**config.mk**
```make
export PLATFORM = sky130hd
export DESIGN_NAME = mc14500_sequencer
export DESIGN_NICKNAME = d
export VERILOG_FILES = /design/src/rtl/mc14500_sequencer.sv
export SDC_FILE = /design/constraint.sdc
export NUM_CORES = 1
export LEC_CHECK = 0
export BUFFER_PORTS_ARGS = -buffer_cell sky130_fd_sc_hd__buf_2
export CAP_MARGIN = 20
export CORE_MARGIN = 10
export CORE_UTILIZATION = 25
export CTS_BUF_LIST = sky130_fd_sc_hd__clkbuf_16
export CTS_CLUSTER_SIZE = 8
export DETAILED_ROUTE_END_ITERATION = 7
export PLACE_DENSITY = 0.58
export SLEW_MARGIN = 20
export SYNTH_ARGS = -nofsm -noshare
export SYNTH_HDL_FRONTEND = slang
export SYNTH_SLANG_ARGS = --single-unit
export TNS_END_PERCENT = 100
```
**constraint.sdc**
```tcl
create_clock -name clk -period 2.4 [get_ports clk]
set_input_delay 0.12 -clock clk [delete_from_list [all_inputs] [get_ports clk]]
set_output_delay 0.12 -clock clk [all_outputs]
set_load 0.02 [all_outputs]
```
**src/rtl/mc14500_sequencer.sv**
```systemverilog
// Program sequencer for the MC14500 ICU: owns the PC, issues fetched opcodes, handles jump/call/return/halt.
// Optional return stack enabled by defining MC14500_CALL_STACK_EN.
module mc14500_sequencer #(
   parameter int unsigned AW          = 8,
   parameter int unsigned STACK_DEPTH = 4
) (
   input  logic          clk,
   input  logic          rst,
   output logic [AW-1:0] prog_addr_o,
   input  logic [AW+3:0] prog_data_i,
   output logic [3:0]    ins_o,
   output logic [AW-1:0] io_addr_o,
   input  logic          jmp_i,
   input  logic          rtn_i,
   input  logic          flag_o_i,
   input  logic          flag_f_i,
   input  logic          run_i,
   output logic          halted_o,
   output logic          stk_err_o
);

   typedef enum logic {RUN, HALT} state_t;

   state_t        state;
   logic [AW-1:0] pc;
   logic [AW-1:0] op_q;
   logic [AW-1:0] pc_inc;
   logic [AW-1:0] pc_nxt;
   logic          iss_v;
   logic          running;
   logic          take_jmp;
   logic          halt_req;

   assign running     = (state == RUN);
   assign halted_o    = (state == HALT);
   assign pc_inc      = pc + AW'(1);
   assign prog_addr_o = pc;
   assign io_addr_o   = op_q;
   assign ins_o       = halted_o ? 4'h0 : prog_data_i[3:0];
   // Core flags belong to the word issued last cycle; only trusted if that issue was real.
   assign take_jmp    = jmp_i & iss_v;
   assign halt_req    = flag_o_i & iss_v;

`ifdef MC14500_CALL_STACK_EN
   localparam int unsigned SPW = $clog2(STACK_DEPTH + 1);
   localparam int unsigned IW  = (STACK_DEPTH > 1) ? $clog2(STACK_DEPTH) : 1;

   logic [AW-1:0]  stk [0:(1<<IW)-1];
   logic [SPW-1:0] sp;
   logic [AW-1:0]  top;
   logic           call_arm;
   logic           err_q;
   logic           take_rtn;
   logic           full;
   logic           empty;
   logic           push;
   logic           pop;
   logic           push_err;
   logic           pop_err;

   // JMP outranks RTN when both are flagged together.
   assign take_rtn  = rtn_i & iss_v & ~jmp_i;
   assign full      = (sp == SPW'(STACK_DEPTH));
   assign empty     = (sp == '0);
   assign top       = stk[IW'(sp - SPW'(1))];
   assign push      = running & take_jmp & call_arm & ~full;
   assign pop       = running & take_rtn & ~empty;
   assign push_err  = running & take_jmp & call_arm & full;
   assign pop_err   = running & take_rtn & empty;
   assign pc_nxt    = take_jmp ? op_q : (pop ? top : pc_inc);
   assign stk_err_o = err_q;

   // Return address is the word after the delay slot, i.e. the slot's pc + 1.
   always_ff @(posedge clk) begin
      if (push) stk[IW'(sp)] <= pc_inc;
   end

   always_ff @(posedge clk or posedge rst) begin
      if (rst) begin
         sp       <= '0;
         call_arm <= 1'b0;
         err_q    <= 1'b0;
      end else begin
         call_arm <= flag_f_i & iss_v;
         if (push)     sp <= sp + SPW'(1);
         else if (pop) sp <= sp - SPW'(1);
         if (push_err | pop_err) err_q <= 1'b1;
      end
   end
`else
   logic unused_cfg;

   assign unused_cfg = ^{rtn_i, flag_f_i, 32'(STACK_DEPTH)};
   assign pc_nxt     = take_jmp ? op_q : pc_inc;
   assign stk_err_o  = 1'b0;
`endif

   // Run/halt control; pc and operand register freeze while halted.
   always_ff @(posedge clk or posedge rst) begin
      if (rst) begin
         state <= RUN;
         pc    <= '0;
         op_q  <= '0;
         iss_v <= 1'b0;
      end else begin
         iss_v <= running;
         if (running) begin
            pc   <= pc_nxt;
            op_q <= prog_data_i[AW+3:4];
            if (halt_req) state <= HALT;
         end else if (run_i && !halt_req) begin
            state <= RUN;
         end
      end
   end

endmodule

```
======== Word level (Yosys, flattened, before mapping) ========
Cells that the tools add are included.
cells by class
  add/subtract/negate cells ............... 1
  $mul .................................... 0
  div/mod/pow operators ................... 0
  $lt $le $gt $ge ......................... 0
  equal/unequal tests ..................... 0
  shifts and indexed selects .............. 0
  muxes and demuxes ....................... 5
  bitwise logic cells ..................... 3
  reduce and logical (&&, ||, !) cells .... 2
operators by type and width
  operator             count
  $add 8x1->8 const B  1
  $mux 8               1
  $mux 4               1
  $mux 1               3
  $and 1x1->1          2
  $logic_and 1x1->1    1
  $logic_not 1->1      1
  $not 1->1            1
storage, ports and cells
  register bits ........................... 18
  bits in latches ......................... 0
  RAM bits ................................ 0
  bits in read-only memories .............. 0
  output and inout port bits .............. 22
  word-level logic and storage cells ...... 15
  memories ................................ 0

======== Logic depth before layout (Yosys ltp) ========
Gate-level depths: netlist (run 1).
  depth in word-level cells ............... 5
  mapped depth ............................ 4

======== Worst setup path before layout (run 1) ========
OpenSTA, ideal clock, no wires.
  kind .................................... flip-flop to flip-flop
  from .................................... register pc[0] (netlist: prog_addr_o[0])
  to ...................................... register pc[6] (netlist: prog_addr_o[6])
  arrival ................................. 1.262 ns
  required time ........................... 2.271 ns
  slack ................................... 1.009 ns
  cell stages (with the launch flop) ...... 5
  clock period less this slack ............ 1.391 ns
  path through ............................ dfrtp_1 > ha_1 > and3_1 > a311oi_1 > nor3_1
between the ends
  longest elaborated chain between the ends .. 2
RTL lines
  item                    line  source
  start, declared         25    logic [AW-1:0] pc;
  start signal, assigned  108   pc <= pc_nxt;
  $add 8x1->8             36    assign pc_inc = pc + AW'(1);
  $mux 8                  94    assign pc_nxt = take_jmp ? op_q : pc_inc;
Every way passes these cells.
A chain may end at the register's enable or synchronous reset.

======== Worst setup path after layout (run 1) ========
  from .................................... register state (netlist: halted_o)
  to ...................................... output ins_o[0]
between the ends
  longest elaborated chain between the ends .. 1
RTL lines
  item                    line  source
  start, declared         24    state_t state;
  start signal, assigned  101   state <= RUN;
  start signal, assigned  110   if (halt_req) state <= HALT;
  start signal, assigned  112   state <= RUN;
  $mux 4                  39    assign ins_o = halted_o ? 4'h0 : prog_data_i[3:0];
  end, declared           11    output logic [3:0] ins_o,
Every way passes these cells.

==> reports/results.ini, run 1 <==
[synthesis]
syn-cell-area_um2=905
synth_nets=104
ys_ff_latch=18
ys_top_cells_by_count=dfrtp_1, mux2_2, a21oi_1, nand3_1
synth_edf_count=0
avgSynthCellArea_um2=10.8
yosysMostFrequentCell=dfrtp_1
yosys-top-cells-area=dfrtp_1, mux2_2, mux2i_1, a21oi_1, nand3_1
synthArstFlopShare_pct=100
yosysTopAreaCell=dfrtp_1
synth_top_area_share_pct=49.8
syn_inst=84
ys_types=35
ys_seq_area_share_pct=49.8
ys.warnings.count=0
ys.flop_type=dfrtp_1

[clock_tree]
clk-insertion-delay-late_ns=0.25
cts_sinks=18
cts_resized=0
htreeDepth=1
clockRootBuffer=clkbuf_16
clock_path_buffers=2
cts_tree=yes
cts_hold_buf=0
clk_pin_slew_ns=0.05
numCtsBuffers=3
post_cts_buffers=0

[timing]
min_period_ns=1.56
whs_ns=-0.0256
fin_skew_ns=0.00248
tns_ns=0
hold_viol_final=18
setup_violations=0
maxSlewHeadroom_pct=44.0
rsz0062_at_grt=false
worst_pin_slew_ns=0.840
drv_slew=0
fin_crit_sh_pct=65.0
fmax_ghz=0.641

[routing]
wl_per_cell_um=14.7
vias=792
drtIter0Drc=12
ant_nets=0
highest_layer=met4
dr.pass1.iters=4
met2_length_mm=1.12
wl_met1_mm=1.04
post-route-drc-count=0
wl_met3_um=249
wl_mm=2.45
via_per_inst=4.77

[power_and_ir_drop]
power.internal_mw=0.823
pwr_density_cell_nw_per_um2=1130
combPwrFrac_pct=36.3
clkPwrFrac_pct=24.0
p_leak_nw=0.560
pwr-share-seq_pct=39.6
p_sw_share_pct=39.0
peakVddDrop_mv=0.446
power_mw=1.35
switchingPower_mw=0.526

[outcome]
violations=hold timing
outcome=complete, but fails checks

[global_route]
grt_usage_pct=7.80
grt_max_degree=27
antenna_found_initial=0
grt_pass1_vias=863
grt-ovfl-total=0
grt_first_pass_wirelength_mm=4.08

[placed_design]
io_buffers=37
dpl.cell_count=163
place.gp.congestion=0.721
placed_area_um2=1120

[die]
io-pin-count=41
start_util_pct=26.5
core_area_um2=3420
die_width_um=80.2
die_h_um=80.2
rows=21
die_area_um2=6420

[setup_path]
r2r_end=prog_addr_o[0]
worst_r2r_path_depth=2
worst-path-buf-inv=1
start_kind=register
arrival_ns=1.44
worstPathRequired_ns=2.28
reg2reg_slack_ns=0.84
path_depth=2
worstReg2RegStart=halted_o
crit_end=ins_o[0]
crit_path_start=halted_o
path_class=reg -> out
critPathMaxFanout=26
cpMaxStageDelayCell=dfrtp_1
cp_top_family=flip-flops
cpPeakStageDelay_ns=0.89
crit_path_end_kind=output pin
critical_path.cell_chain=nor2b_1 -> buf_2

[job]
max_cap_viol_count=0

[cells_and_area]
area_growth_pct=31.9
seq_area_um2=450
drive_gt1_share_pct=41.7
nets=142
final_cells=166
fill_cells=367
multiInputGateArea_um2=414
antenna_cells=0
final_util_pct=34.9
postLayoutCellArea_um2=1190

[worst_hold_path]
hold_path_class=in -> async

per-stage QoR:
step | setup WS, ns | hold WS, ns
finish | 0.840 | -0.0256
detailed placement | 0.810 | 0.267
global placement | 0.843 | 0.256
CTS | 0.787 | 0.00433
global route | 0.688 | 0.0402
floorplan | 1.01 | 0.0586
routing by layer:
layer | vias up | GRT usage (%)
li1 | 378 | -
met1 | 375 | 8.58
met2 | 34 | 12.7
met3 | 5 | 3.67
met4 | 0 | 3.17
met5 | - | 0
registers in the layout, summed over array words and instances, names as in the netlist:
signal and cells:
io_addr_o 8, prog_addr_o 8, halted_o 1, iss_v 1
how the worst min path moves through the flow:
stage | from | to | slack, ns | cells after the start
6_report | rst | io_addr_o[5] | -0.03 | 2
5_1_grt | rst | io_addr_o[6] | 0.04 | 2
4_1_cts | rst | io_addr_o[6] | 0.004 | 2
3_5_place_dp | rst | io_addr_o[6] | 0.27 | 2
3_3_place_gp | rst | io_addr_o[6] | 0.26 | 2
2_1_floorplan | rst | halted_o | 0.06 | 1
placed cells by master, fill, tap and decap left out, types with 2 or more instances in the layout:
cell type / synthesis / routed
nor3_1: 2 / 2
buf_2: 2 / 37
nor4_1: 2 / 2
nand3_1: 5 / 5
clkbuf_16: 0 / 3
inv_1: 2 / 2
and2_1: 2 / 2
nor2_1: 2 / 2
dfrtp_1: 18 / 18
nor2b_1: 4 / 4
nand2b_1: 2 / 2
mux2i_1: 3 / 3
a21oi_1: 5 / 5
nand2_1: 4 / 4
o21ai_1: 2 / 2
mux2_2: 9 / 9
power groups by stage:
stage	Clock [mW]	Sequential [mW]	Combinational [mW]
floorplan	0	0.612	0.240
global placement	0	0.530	0.493
detailed placement	0	0.538	0.500
CTS	0.335	0.534	0.503
global route	0.347	0.556	0.545
finish	0.324	0.534	0.490
logic make-up after synthesis:
group	Yosys count	synth area share, %
compound gates	18	12.9
other cells	1	0.415
simple gates	27	16.6
buf+inv	7	4.43
flops	18	49.8
mux	12	14.5
fa+ha+maj	1	1.38
cell type report:
cell class	instances	share of cell area (%)
clock buffers	3	6.29
inverters	3	0.943
well taps	46	4.82
flip-flops and latches	18	37.7
multi-input cells	59	34.7
repair buffers	37	15.5
No activity file was read; power rests on OpenSTA's default activity.
==> run 2, diff against run 1 <==
--- a/config.mk
+++ b/config.mk
@@ -12,7 +12,7 @@
 export CTS_BUF_LIST = sky130_fd_sc_hd__clkbuf_16
 export CTS_CLUSTER_SIZE = 8
 export DETAILED_ROUTE_END_ITERATION = 7
-export PLACE_DENSITY = 0.58
+export PLACE_DENSITY = 0.6
 export SLEW_MARGIN = 20
 export SYNTH_ARGS = -nofsm -noshare
 export SYNTH_HDL_FRONTEND = slang
==> constraint.sdc (replaced) <==
create_clock -name clk -period 1.4 [get_ports clk]
set_input_delay 0.07 -clock clk [delete_from_list [all_inputs] [get_ports clk]]
set_output_delay 0.07 -clock clk [all_outputs]
set_load 0.02 [all_outputs]
==> run 2 against run 1 <==
  * The flow now finishes without violations
  * Core utilization is 1.5 points higher
  * Final cell count grew 4.2%
  * Hold slack better by 0.027 ns
  * Critical endpoint is now prog_addr_o[6]
  * Highest routed layer unchanged
==> reports/results.ini, run 2 (synthesized netlist as in run 1, its figures left out) <==
[routing]
post-route-drc-count=0  ; unchanged
drtIter0Drc=20  ; was 12
via_per_inst=4.61  ; was 4.77
vias=798  ; was 792
wl_mm=2.57  ; was 2.45 mm
wl_per_cell_um=14.8  ; was 14.7 µm
ant_nets=0  ; unchanged
dr.pass1.iters=4  ; unchanged

[setup_path]
path_class=reg -> reg  ; was reg -> out
crit_path_start=prog_addr_o[0]  ; was halted_o
worstPathRequired_ns=1.53  ; was 2.28 ns
critPathMaxFanout=4  ; was 26
cp_top_family=flip-flops  ; unchanged
worst_r2r_path_depth=4  ; was 2
crit_path_end_kind=register  ; was output pin
worst-path-buf-inv=0  ; was 1
arrival_ns=1.46  ; was 1.44 ns
worstReg2RegStart=prog_addr_o[0]  ; was halted_o
r2r_end=prog_addr_o[6]  ; was prog_addr_o[0]
start_kind=register  ; unchanged
reg2reg_slack_ns=0.07  ; was 0.84 ns
cpMaxStageDelayCell=dfrtp_1  ; unchanged
critical_path.cell_chain=ha_1 -> and3_1 -> a311oi_1 -> nor3_1  ; was nor2b_1 -> buf_2
cpPeakStageDelay_ns=0.39  ; was 0.89 ns

[power_and_ir_drop]
peakVddDrop_mv=0.791  ; was 0.446 mV
power.internal_mw=1.47  ; was 0.823 mW
pwr_density_cell_nw_per_um2=1930  ; was 1130 nW/µm²
p_leak_nw=0.590  ; was 0.560 nW
combPwrFrac_pct=40.0  ; was 36.3%
switchingPower_mw=0.941  ; was 0.526 mW
clkPwrFrac_pct=24.3  ; was 24.0%
p_sw_share_pct=39.1  ; was 39.0%
pwr-share-seq_pct=35.6  ; was 39.6%

[timing]
fmax_ghz=0.754
fin_skew_ns=0.00198  ; was 0.00248 ns
drv_slew=0  ; unchanged
setup_violations=0  ; unchanged
rsz0062_at_grt=false  ; unchanged
tns_ns=0  ; unchanged
min_period_ns=1.33
fin_crit_sh_pct=94.8
hold_viol_final=0  ; was 18

[die]
die_width_um=80.2  ; unchanged
die_area_um2=6420  ; unchanged
start_util_pct=26.5  ; unchanged
io-pin-count=41  ; unchanged
die_h_um=80.2  ; unchanged
rows=21  ; unchanged
core_area_um2=3420  ; unchanged

[cells_and_area]
fill_cells=368  ; was 367
drive_gt1_share_pct=43.3  ; was 41.7%
layout_commonest_cell=buf_2  ; unchanged
area_growth_pct=37.6  ; was 31.9%
antenna_cells=0  ; unchanged
postLayoutCellArea_um2=1240  ; was 1190 µm²
layout_common_cells=buf_2, dfrtp_1, mux2_2  ; unchanged
nets=148  ; was 142

[outcome]
outcome=complete, no violations  ; was complete, but fails checks

[clock_tree]
cts_tree=yes  ; unchanged
htreeDepth=1  ; unchanged
cts_sinks=18  ; unchanged
clockRootBuffer=clkbuf_16  ; unchanged
clock_path_buffers=2  ; unchanged
clk-insertion-delay-late_ns=0.25  ; about the same
numCtsBuffers=3  ; unchanged
clk_pin_slew_ns=0.05  ; about the same

[placed_design]
io_buffers=37  ; unchanged
placed_area_um2=1160  ; was 1120 µm²
place.gp.congestion=0.750  ; was 0.721
dp_hpwl_mm=1.97

[global_route]
antenna_found_initial=0  ; unchanged
grt_pass1_vias=840  ; was 863
grt_first_pass_wirelength_mm=4.11  ; was 4.08 mm
grt_usage_pct=8.12  ; was 7.80%
grt_max_degree=19  ; was 27
grt-ovfl-total=0  ; unchanged

[job]
max_cap_viol_count=0  ; unchanged

[worst_hold_path]
hold_path_class=in -> reg  ; was in -> async
min_delay_worst_endpoint=halted_o
whs_path_depth=2
holdCritStartpoint=run_i

==> run 2: worst max-delay path by stage <==
stage | endpoint | depth (start not counted)
after floorplan | prog_addr_o[6] | 4
after global placement | prog_addr_o[6] | 4
after detailed placement | prog_addr_o[6] | 4
after CTS | prog_addr_o[6] | 4
after global routing | prog_addr_o[6] | 4
final | prog_addr_o[6] | 4
==> run 2: metrics by stage <==
| step | worst slack [ns] | hold WS, ns | utilization [%] | power (mW) | std cells |
|---|---|---|---|---|---|
| 3_5_place_dp | 0.0912 | 0.101 | 33.8 | 1.84 | 168 |
| 4_1_cts | 0.0564 | 0.00802 | 36.4 | 2.45 | 173 |
| 6_report | 0.0730 | 0.00171 | 36.4 | 2.41 | 173 |
| 3_3_place_gp | 0.119 | 0.0950 | 33.8 | 1.82 | 168 |
| 5_1_grt | 0.0107 | 0.0150 | 36.4 | 2.58 | 173 |
| 2_1_floorplan | 0.00898 | 0.00857 | - | 1.46 | 84 |
==> run 2: layer usage <==
| layer | track usage (%) | up-vias | share of wire [%] |
|---|---|---|---|
| li1 | - | 391 | - |
| met1 | 9.91 | 369 | 45 |
| met2 | 12.2 | 33 | 45 |
| met3 | 3.56 | 5 | 8.2 |
| met4 | 3.17 | 0 | 1.5 |
| met5 | 0 | - | 0 |
==> run 2: final cells by class <==
cell class	instances	area [µm²]	area share (%)
repair buffers	43	233	18.7
well taps	46	57.6	4.62
flip-flops and latches	18	450	36.2
multi-input cells	59	414	33.3
inverters	3	11.3	0.905
clock buffers	3	75.1	6.03
clock inverters	1	3.75	0.302
==> run 2: what timing repair did <==
| action | in CTS | in global routing |
|---|---|---|
| setup endpoints to repair | 0 | 0 |
| hold endpoints to repair | 18 | 0 |
| hold buffers | 1 | 0 |
| setup buffers | 0 | 0 |
| gates resized for setup | 0 | 0 |
==> run 2: power groups by stage <==
stage | Sequential, mW | Combinational [mW] | Clock, mW
floorplan | 1.05 | 0.412 | 0
global placement | 0.857 | 0.958 | 0
detailed placement | 0.871 | 0.971 | 0
CTS | 0.865 | 0.984 | 0.599
global route | 0.902 | 1.05 | 0.623
finish | 0.858 | 0.963 | 0.586
==> run 3, diff against run 2 <==
--- a/config.mk
+++ b/config.mk
@@ -9,7 +9,6 @@
 export CAP_MARGIN = 20
 export CORE_MARGIN = 10
 export CORE_UTILIZATION = 25
-export CTS_BUF_LIST = sky130_fd_sc_hd__clkbuf_16
 export CTS_CLUSTER_SIZE = 8
 export DETAILED_ROUTE_END_ITERATION = 7
 export PLACE_DENSITY = 0.6
==> run 3 against run 2 <==
  * Via count rose by 4.4%
  * Hold slack improved by 0.0017 ns
  * Fmax rose by 0.42%
  * Register-to-register slack barely moved
  * Largest power group unchanged
==> reports/results.ini, run 3 (synthesized netlist as in run 1, its figures left out) <==
[die]
core_area_um2=3420  ; unchanged
die_area_um2=6420  ; unchanged
start_util_pct=26.5  ; unchanged
die_width_um=80.2  ; unchanged
die_h_um=80.2  ; unchanged
rows=21  ; unchanged
io-pin-count=41  ; unchanged

[clock_tree]
clk_pin_slew_ns=0.10  ; was 0.05 ns
cts_tree=yes  ; unchanged
htreeDepth=1  ; unchanged
numCtsBuffers=3  ; unchanged
clk-insertion-delay-late_ns=0.29  ; was 0.25 ns
clock_path_buffers=2  ; unchanged
clockRootBuffer=clkbuf_4  ; was clkbuf_16
cts_sinks=18  ; unchanged

[global_route]
grt_first_pass_wirelength_mm=4.11  ; unchanged
grt_pass1_vias=841  ; was 840
antenna_found_initial=0  ; unchanged
grt_max_degree=19  ; unchanged
grt-ovfl-total=0  ; unchanged
grt_usage_pct=7.98  ; was 8.12%

[cells_and_area]
layout_common_cells=buf_2, dfrtp_1, mux2_2, dlygate4sd3_1, buf_4  ; was buf_2, dfrtp_1, mux2_2
nets=157  ; was 148
fill_cells=354  ; was 368
antenna_cells=0  ; unchanged
layout_commonest_cell=buf_2  ; unchanged
area_growth_pct=42.7  ; was 37.6%
final_cells=182  ; was 173
drive_gt1_share_pct=42.6  ; was 43.3%

[routing]
post-route-drc-count=0  ; unchanged
wl_mm=2.57  ; about the same
ant_nets=0  ; unchanged
drtIter0Drc=29  ; was 20
via_per_inst=4.58  ; was 4.61
vias=833  ; was 798
dr.pass1.iters=4  ; unchanged
wl_per_cell_um=14.1  ; was 14.8 µm

[timing]
fin_crit_sh_pct=94.4  ; was 94.8%
tns_ns=0  ; unchanged
fin_skew_ns=0.00181  ; was 0.00198 ns
fmax_ghz=0.757  ; was 0.754 GHz
setup_violations=0  ; unchanged
min_period_ns=1.32  ; was 1.33 ns
hold_viol_final=0  ; unchanged
drv_slew=0  ; unchanged
setup_slack_ns=0.0785  ; was 0.0730 ns
rsz0062_at_grt=false  ; unchanged

[power_and_ir_drop]
peakVddDrop_mv=0.544  ; was 0.791 mV
p_leak_nw=0.610  ; was 0.590 nW
power_mw=2.16  ; was 2.41 mW
pwr_density_cell_nw_per_um2=1670  ; was 1930 nW/µm²

[setup_path]
worst_r2r_path_depth=4  ; unchanged
r2r_end=prog_addr_o[6]  ; unchanged
cp_top_family=flip-flops  ; unchanged
critical_path.cell_chain=ha_1 -> and3_1 -> a311oi_1 -> nor3_1  ; unchanged
cpMaxStageDelayCell=dfrtp_1  ; unchanged
arrival_ns=1.50  ; was 1.46 ns
reg2reg_slack_ns=0.08  ; was 0.07 ns
crit_path_end_kind=register  ; unchanged
worstReg2RegStart=prog_addr_o[0]  ; unchanged
worst-path-buf-inv=0  ; unchanged
critPathMaxFanout=4  ; unchanged
path_class=reg -> reg  ; unchanged
start_kind=register  ; unchanged
cpPeakStageDelay_ns=0.39  ; about the same
worstPathRequired_ns=1.58  ; was 1.53 ns

[worst_hold_path]
min_delay_worst_endpoint=io_addr_o[5]  ; was halted_o
hold_path_class=in -> reg  ; unchanged
holdCritStartpoint=prog_data_i[9]  ; was run_i
whs_path_depth=2  ; unchanged

[placed_design]
place_ws_ns=0.0912  ; unchanged
io_buffers=37  ; unchanged
place.gp.congestion=0.750  ; unchanged
dp_hpwl_mm=1.97  ; unchanged
dpl.cell_count=168  ; unchanged

[job]
max_cap_viol_count=0  ; unchanged

[outcome]
outcome=complete, no violations  ; unchanged

run 3: power breakdown:
part	total (mW)	leakage, nW	internal [mW]	switching (mW)
combinational	0.989	0.379	0.423	0.566
sequential	0.853	0.209	0.680	0.173
clock	0.320	0.0210	0.158	0.162
run 3: worst max path at each step:
stage               cells after the start             end  slack [ns]      startpoint
floorplan                               4  prog_addr_o[6]       0.009  prog_addr_o[0]
global placement                        4  prog_addr_o[6]        0.12  prog_addr_o[0]
detailed placement                      4  prog_addr_o[6]        0.09  prog_addr_o[0]
CTS                                     4  prog_addr_o[6]        0.06  prog_addr_o[0]
global route                            4  prog_addr_o[6]        0.01  prog_addr_o[0]
finish                                  4  prog_addr_o[6]        0.08  prog_addr_o[0]
run 3: area by class of cell:
type	instances	area [µm²]	share of cell area, %
sequential	18	452	35.0
timing repair buffer	52	320	24.8
clock buffer	4	36.3	2.81
multi-input combinational	59	414	32.1
inverter	3	11.3	0.872
tap	46	57.6	4.46
run 3: what timing repair did:
item	4_1_cts	5_1_grt
endpoints found under the setup margin	0	3
setup buffers	0	1
hold buffers	8	1
resized for setup	0	1
hold endpoints to repair	24	1
run 3: worst register-to-register path, delay by kind of cell, from the launching register on:
kind,cells,cell delay (ns)
adder cells (fa/ha/maj),1,0.24
flip-flops,1,0.39
AO/OA/AOI/OAI,1,0.27
AND/OR/NAND/NOR,2,0.31
run 3: metrics by stage:
stage	hold slack [ns]	utilization [%]	cell area, µm²
after global placement	0.0950	33.8	1160
after floorplan	0.00857	-	905
final	0.00337	37.8	1290
after detailed placement	0.101	33.8	1160
after global routing	0.000141	37.8	1290
after CTS	0.000575	37.3	1270
run 3: metal layers:
metal | share of wire [%] | GRT usage (%) | up-vias
met1 | 46 | 9.72 | 384
met5 | 0 | 0 | -
met2 | 46 | 12.6 | 34
met4 | 0.86 | 2.11 | 0
li1 | - | - | 411
met3 | 7.9 | 3.34 | 4
